===== src/rtl/tx_buffer.sv =====
// Sequence buffer feeding a UART transmitter: stores up to NUM_SEQ sorted sequences,
// then serialises them byte by byte (LSB first) under a valid/ready handshake when flushed.
module tx_buffer #(
  parameter int WIDTH   = 32,
  parameter int DEPTH   = 8,
  parameter int NUM_SEQ = 10
) (
  input  logic             clk,
  input  logic             rst,
  input  logic             valid_in,
  input  logic [WIDTH-1:0] array_in [DEPTH],
  output logic             in_ready,
  input  logic             flush,
  output logic [7:0]       byte_out,
  output logic             byte_valid,
  input  logic             byte_ready,
  output logic             tx_done,
  output logic             overflow
);

  localparam int BYTES = WIDTH / 8;
  localparam int CW    = $clog2(NUM_SEQ + 1);
  localparam int SW    = (NUM_SEQ > 1) ? $clog2(NUM_SEQ) : 1;
  localparam int EW    = (DEPTH > 1) ? $clog2(DEPTH) : 1;
  localparam int BW    = (BYTES > 1) ? $clog2(BYTES) : 1;

  localparam logic [CW-1:0] NUM_SEQ_C = CW'(NUM_SEQ);
  localparam logic [EW-1:0] E_LAST    = EW'(DEPTH - 1);
  localparam logic [BW-1:0] B_LAST    = BW'(BYTES - 1);

  typedef enum logic [1:0] {
    LOADING,
    SENDING,
    DONE
  } state_e;

  state_e          state_q, state_d;
  logic [CW-1:0]   seq_count_q, seq_count_d;
  logic [SW-1:0]   s_q, s_d;
  logic [EW-1:0]   e_q, e_d;
  logic [BW-1:0]   b_q, b_d;
  logic            overflow_q, overflow_d;
  logic            wr_en;
  logic [WIDTH-1:0] word;

  logic [WIDTH-1:0] mem_q [NUM_SEQ][DEPTH];

  always_comb begin
    state_d     = state_q;
    seq_count_d = seq_count_q;
    s_d         = s_q;
    e_d         = e_q;
    b_d         = b_q;
    overflow_d  = overflow_q;
    wr_en       = 1'b0;
    unique case (state_q)
      LOADING: begin
        if (valid_in) begin
          if (seq_count_q < NUM_SEQ_C) begin
            wr_en       = 1'b1;
            seq_count_d = seq_count_q + CW'(1);
          end else begin
            overflow_d = 1'b1;
          end
        end
        // Decide on the post-store count so a same-cycle sequence is transmitted too.
        if (flush) begin
          state_d = (seq_count_d != '0) ? SENDING : DONE;
        end
      end
      SENDING: begin
        if (byte_ready) begin
          if (b_q == B_LAST) begin
            b_d = '0;
            if (e_q == E_LAST) begin
              e_d = '0;
              if (CW'(s_q) == seq_count_q - CW'(1)) begin
                state_d = DONE;
              end else begin
                s_d = s_q + SW'(1);
              end
            end else begin
              e_d = e_q + EW'(1);
            end
          end else begin
            b_d = b_q + BW'(1);
          end
        end
      end
      DONE: begin
        seq_count_d = '0;
        s_d         = '0;
        e_d         = '0;
        b_d         = '0;
        state_d     = LOADING;
      end
      default: state_d = LOADING;
    endcase
  end

  always_ff @(posedge clk or negedge rst) begin
    if (!rst) begin
      state_q     <= LOADING;
      seq_count_q <= '0;
      s_q         <= '0;
      e_q         <= '0;
      b_q         <= '0;
      overflow_q  <= 1'b0;
    end else begin
      state_q     <= state_d;
      seq_count_q <= seq_count_d;
      s_q         <= s_d;
      e_q         <= e_d;
      b_q         <= b_d;
      overflow_q  <= overflow_d;
    end
  end

  always_ff @(posedge clk) begin
    if (wr_en) begin
      for (int unsigned i = 0; i < DEPTH; i++) begin
        mem_q[seq_count_q[SW-1:0]][i] <= array_in[i];
      end
    end
  end

  always_comb begin
    word       = mem_q[s_q][e_q];
    byte_valid = (state_q == SENDING);
    byte_out   = byte_valid ? 8'(word >> {b_q, 3'b000}) : '0;
    tx_done    = (state_q == DONE);
    in_ready   = (state_q == LOADING) && (seq_count_q < NUM_SEQ_C);
    overflow   = overflow_q;
  end

endmodule


===== config.mk =====
export PLATFORM = sky130hd
export DESIGN_NAME = tx_buffer
export DESIGN_NICKNAME = d
export VERILOG_FILES = /design/src/rtl/tx_buffer.sv
export SDC_FILE = /design/constraint.sdc
export NUM_CORES = 2
export LEC_CHECK = 0
export CAP_MARGIN = 5
export CORE_MARGIN = 4
export CORE_UTILIZATION = 57
export DETAILED_ROUTE_END_ITERATION = 7
export DONT_BUFFER_PORTS = 1
export GPL_TIMING_DRIVEN = 0
export PLACE_DENSITY_LB_ADDON = 0.3
export SETUP_SLACK_MARGIN = 0.4
export SLEW_MARGIN = 5
export SYNTH_ARGS = -nofsm -noshare
export SYNTH_HDL_FRONTEND = slang
export SYNTH_SLANG_ARGS = --single-unit

===== constraint.sdc =====
create_clock -name clk -period 28 [get_ports clk]
set_clock_uncertainty 0.2 [all_clocks]
set_input_delay 5.6 -clock clk [delete_from_list [all_inputs] [get_ports clk]]
set_output_delay 5.6 -clock clk [all_outputs]
set_load 0.02 [all_outputs]

==> run_results.csv <==
group,metric,value,unit
worst_setup_path,crit_type,"register to output port",
clock_tree,path_clk_slew,0.06,ns
layout,layout.nets,5046,
placed_design,placement.io_buffers,0,
placed_design,dp_hpwl,221000,um
worst_setup_path,r2r_end,"e_q[0]",
route,vias_per_cell,7.57,
logic_synthesis,yosys_warnings,0,
clock_tree,htreeDepth,5,
grt,grt_overflow,0,
pwr,pwr-share-comb,0.329,
grt,grt_max_degree,56,
logic_synthesis,async_reset_ff_frac,0.00621,
worst_setup_path,rr_worst_depth,8,
worst_setup_path,critPathArrivalTime,6.76,ns
hold_path,hold_path.startpoint,"overflow",
sta,worstMarginPinSlew,1.57,ns
sta,period_share,0.448,
grt,grt_pass1_vias,52400,
pwr,p_leak,35.4,nW
logic_synthesis,syn_area_per_cell,22.6,sq um
sta,min_period,12.56,ns
floorplan,core_area,172000,sq um
grt,grt_usage,0.382,
clock_tree,clock_path_buffers,4,
floorplan,die_area,180000,sq um
placed_design,place.gp.congestion,0.981,
clock_tree,tritoncts,"built",
sta,finalSetupViolations,0,
route,vias,55300,
floorplan,ioPinCount,273,
pwr,p_sw,4.19,mW
worst_setup_path,startpoint_type,"register",
pwr,cellPowerDensity,106,nW/um^2
worst_setup_path,cp_max_fo,10,
logic_synthesis,synth_flop_cell,"edfxtp_1",
logic_synthesis,synth_edf_count,2560,
layout,final_layout_size_suffix_gt1_frac,0.263,
worst_setup_path,required,22.20,ns
route,wirelength,342000,um
clock_tree,cts_setup_buffers,0,
logic_synthesis,yosys-top-cells-area,"edfxtp_1 78%, mux4_2 14%, mux2i_1 1.8%",
placed_design,dp_slack,16.78,ns
grt,grt_pass1_wl,457000,um
clock_tree,ctsHoldBuffers,0,
pwr,ir_drop,0.0735,mV
layout,finalNonFillerCells,7308,
logic_synthesis,synth_top_area_frac,0.777,
clock_tree,root_buffer,"clkbuf_16",
pwr,clock_power_share,0.289,
layout,fin_util,0.654,
clock_tree,clk_latency,0.93,ns
floorplan,floorplan.initialDensity,0.575,
sta,worst_slack,15.44,ns
outcome,violations,"DRC, capacitance limit, slew limit",
route,ant_nets,0,
pwr,power_frac_seq,0.382,
worst_setup_path,r2r-start,"e_q[0]",
pwr,power.total,11.9,mW
outcome,run_status,"finished with violations",
logic_synthesis,syn_inst,4378,
hold_path,hp-class,"register to register",
sta,slew_viol_final,111,
pwr,intPower,7.71,mW
pwr,switching_share,0.352,
sta,rsz0062_at_grt,"false",
hold_path,worstHoldEndpoint,"overflow",
hold_path,holdPathStages,1,
logic_synthesis,ys_seq_elements,2576,
clock_tree,numCtsBuffers,274,
logic_synthesis,synth_common_cells,"2560 x edfxtp_1, 603 x mux4_2, 178 x mux2i_1",
worst_setup_path,endpoint_kind,"output port",
clock_tree,clkSinkCount,2576,
route,first_pass_iters,8,
floorplan,die_h,425,um
logic_synthesis,synth_seq_area_share,0.781,
job,drv_cap,11,
logic_synthesis,ys_types,69,
layout,syn_to_final_growth,13.8,%
worst_setup_path,r2r_slack,23.14,ns
sta,clock.fmax,0.0796,GHz
floorplan,die_x,425,um
clock_tree,cts_resized,0,
logic_synthesis,syn_nets,4647,
floorplan,std_cell_rows,152,
logic_synthesis,synth.most_common_cell,"edfxtp_1",
placed_design,dp_cells,6809,
logic_synthesis,synth_top_area_cell,"edfxtp_1",
route,drc_errors,1,
sta,hold_viol,0,
logic_synthesis,synth_area,98900,sq um
route,post_drt_wl_per_cell,46.9,um
route,drtIter0Drc,12000,
sta,relSlewSlack,-0.0467,
grt,antenna_found_initial,34,
## power groups by stage
stage	clock, mW	combinational [mW]	sequential (mW)
2_1_floorplan	0	1.91	4.67
3_3_place_gp	0	3.56	4.77
3_5_place_dp	0	3.67	4.62
4_1_cts	3.41	3.70	4.54
5_1_grt	3.59	3.84	4.56
6_report	3.44	3.91	4.55
## placed cells by master, fill, tap and decap left out, types with 30 or more instances in the layout
master	n
a221oi_1	41
nand2_1	122
buf_16	45
nand3_1	30
a21oi_1	57
clkbuf_16	283
mux2i_1	178
diode_2	44
buf_2	58
a22oi_1	67
mux4_2	603
o21ai_0	61
clkbuf_2	49
clkbuf_1	103
clkinv_1	55
o22ai_1	37
buf_6	78
nor2_1	60
clkinv_2	37
edfxtp_1	2560
buf_4	34
## worst max-delay path, stage by stage (launching register included)
cell       delay [ns]
dfrtp_1          0.49
buf_2            0.48
buf_2            0.55
buf_2            0.77
buf_2            0.64
buf_1            1.10
a21oi_1          0.09
o2111ai_1        0.39
o211ai_1         0.19
a311oi_1         0.77
nor3_2           0.32
## kinds of logic after synthesis
logic type      count (synthesis)  share of synthesized area
mux                           807                      0.158
flops                        2576                      0.781
fa+ha+maj                       8                    0.00101
simple gates                  309                     0.0143
xor+xnor                        9                   0.000797
compound gates                419                     0.0300
buf+inv                       250                     0.0141
## layout make-up
cell class              count  area (sq um)
flip-flops and latches   2576         77300
repair buffers            123          2270
inverters                  14          52.6
multi-input cells        1552         20300
plain buffers             236          1420
clock inverters           119           927
well taps                2310          2890
clock buffers             334          7270
fillers                 10700         59600
diodes                     44           110
## metal layers
metal / up-vias / track usage / wire, um
li1: 19600 / - / -
met1: 28400 / 0.468 / 106000
met2: 5973 / 0.543 / 149000
met3: 1290 / 0.183 / 59000
met4: 24 / 0.255 / 28200
met5: - / 0.00860 / 370
## worst max-delay path by stage
stage	slack (ns)	from	end
CTS	15.82	e_q[0]	byte_out[0]
floorplan	7.36	valid_in	mem_q[3][0]
global route	15.78	s_q[1]	byte_out[4]
detailed placement	16.78	e_q[0]	byte_out[0]
global placement	-8.05	valid_in	mem_q[3][113]
finish	15.44	e_q[0]	byte_out[0]
## flip-flops by register name, summed over array words and instances, names as in the netlist
name and cells:
mem_q 2560, b_q 2, s_q 4, e_q 3, overflow 1, seq_count_q 4
state_q 2
## stage by stage
| stage | setup TNS (ns) | area [sq um] | hold WS [ns] |
|---|---|---|---|
| floorplan | 0 | 98900 | 0.392 |
| global placement | -3899.61 | 102000 | 0.420 |
| detailed placement | 0 | 104000 | 0.419 |
| CTS | 0 | 112000 | 0.433 |
| global route | 0 | 112000 | 0.449 |
| finish | 0 | 113000 | 0.434 |
(Power assumes the default switching activity.)
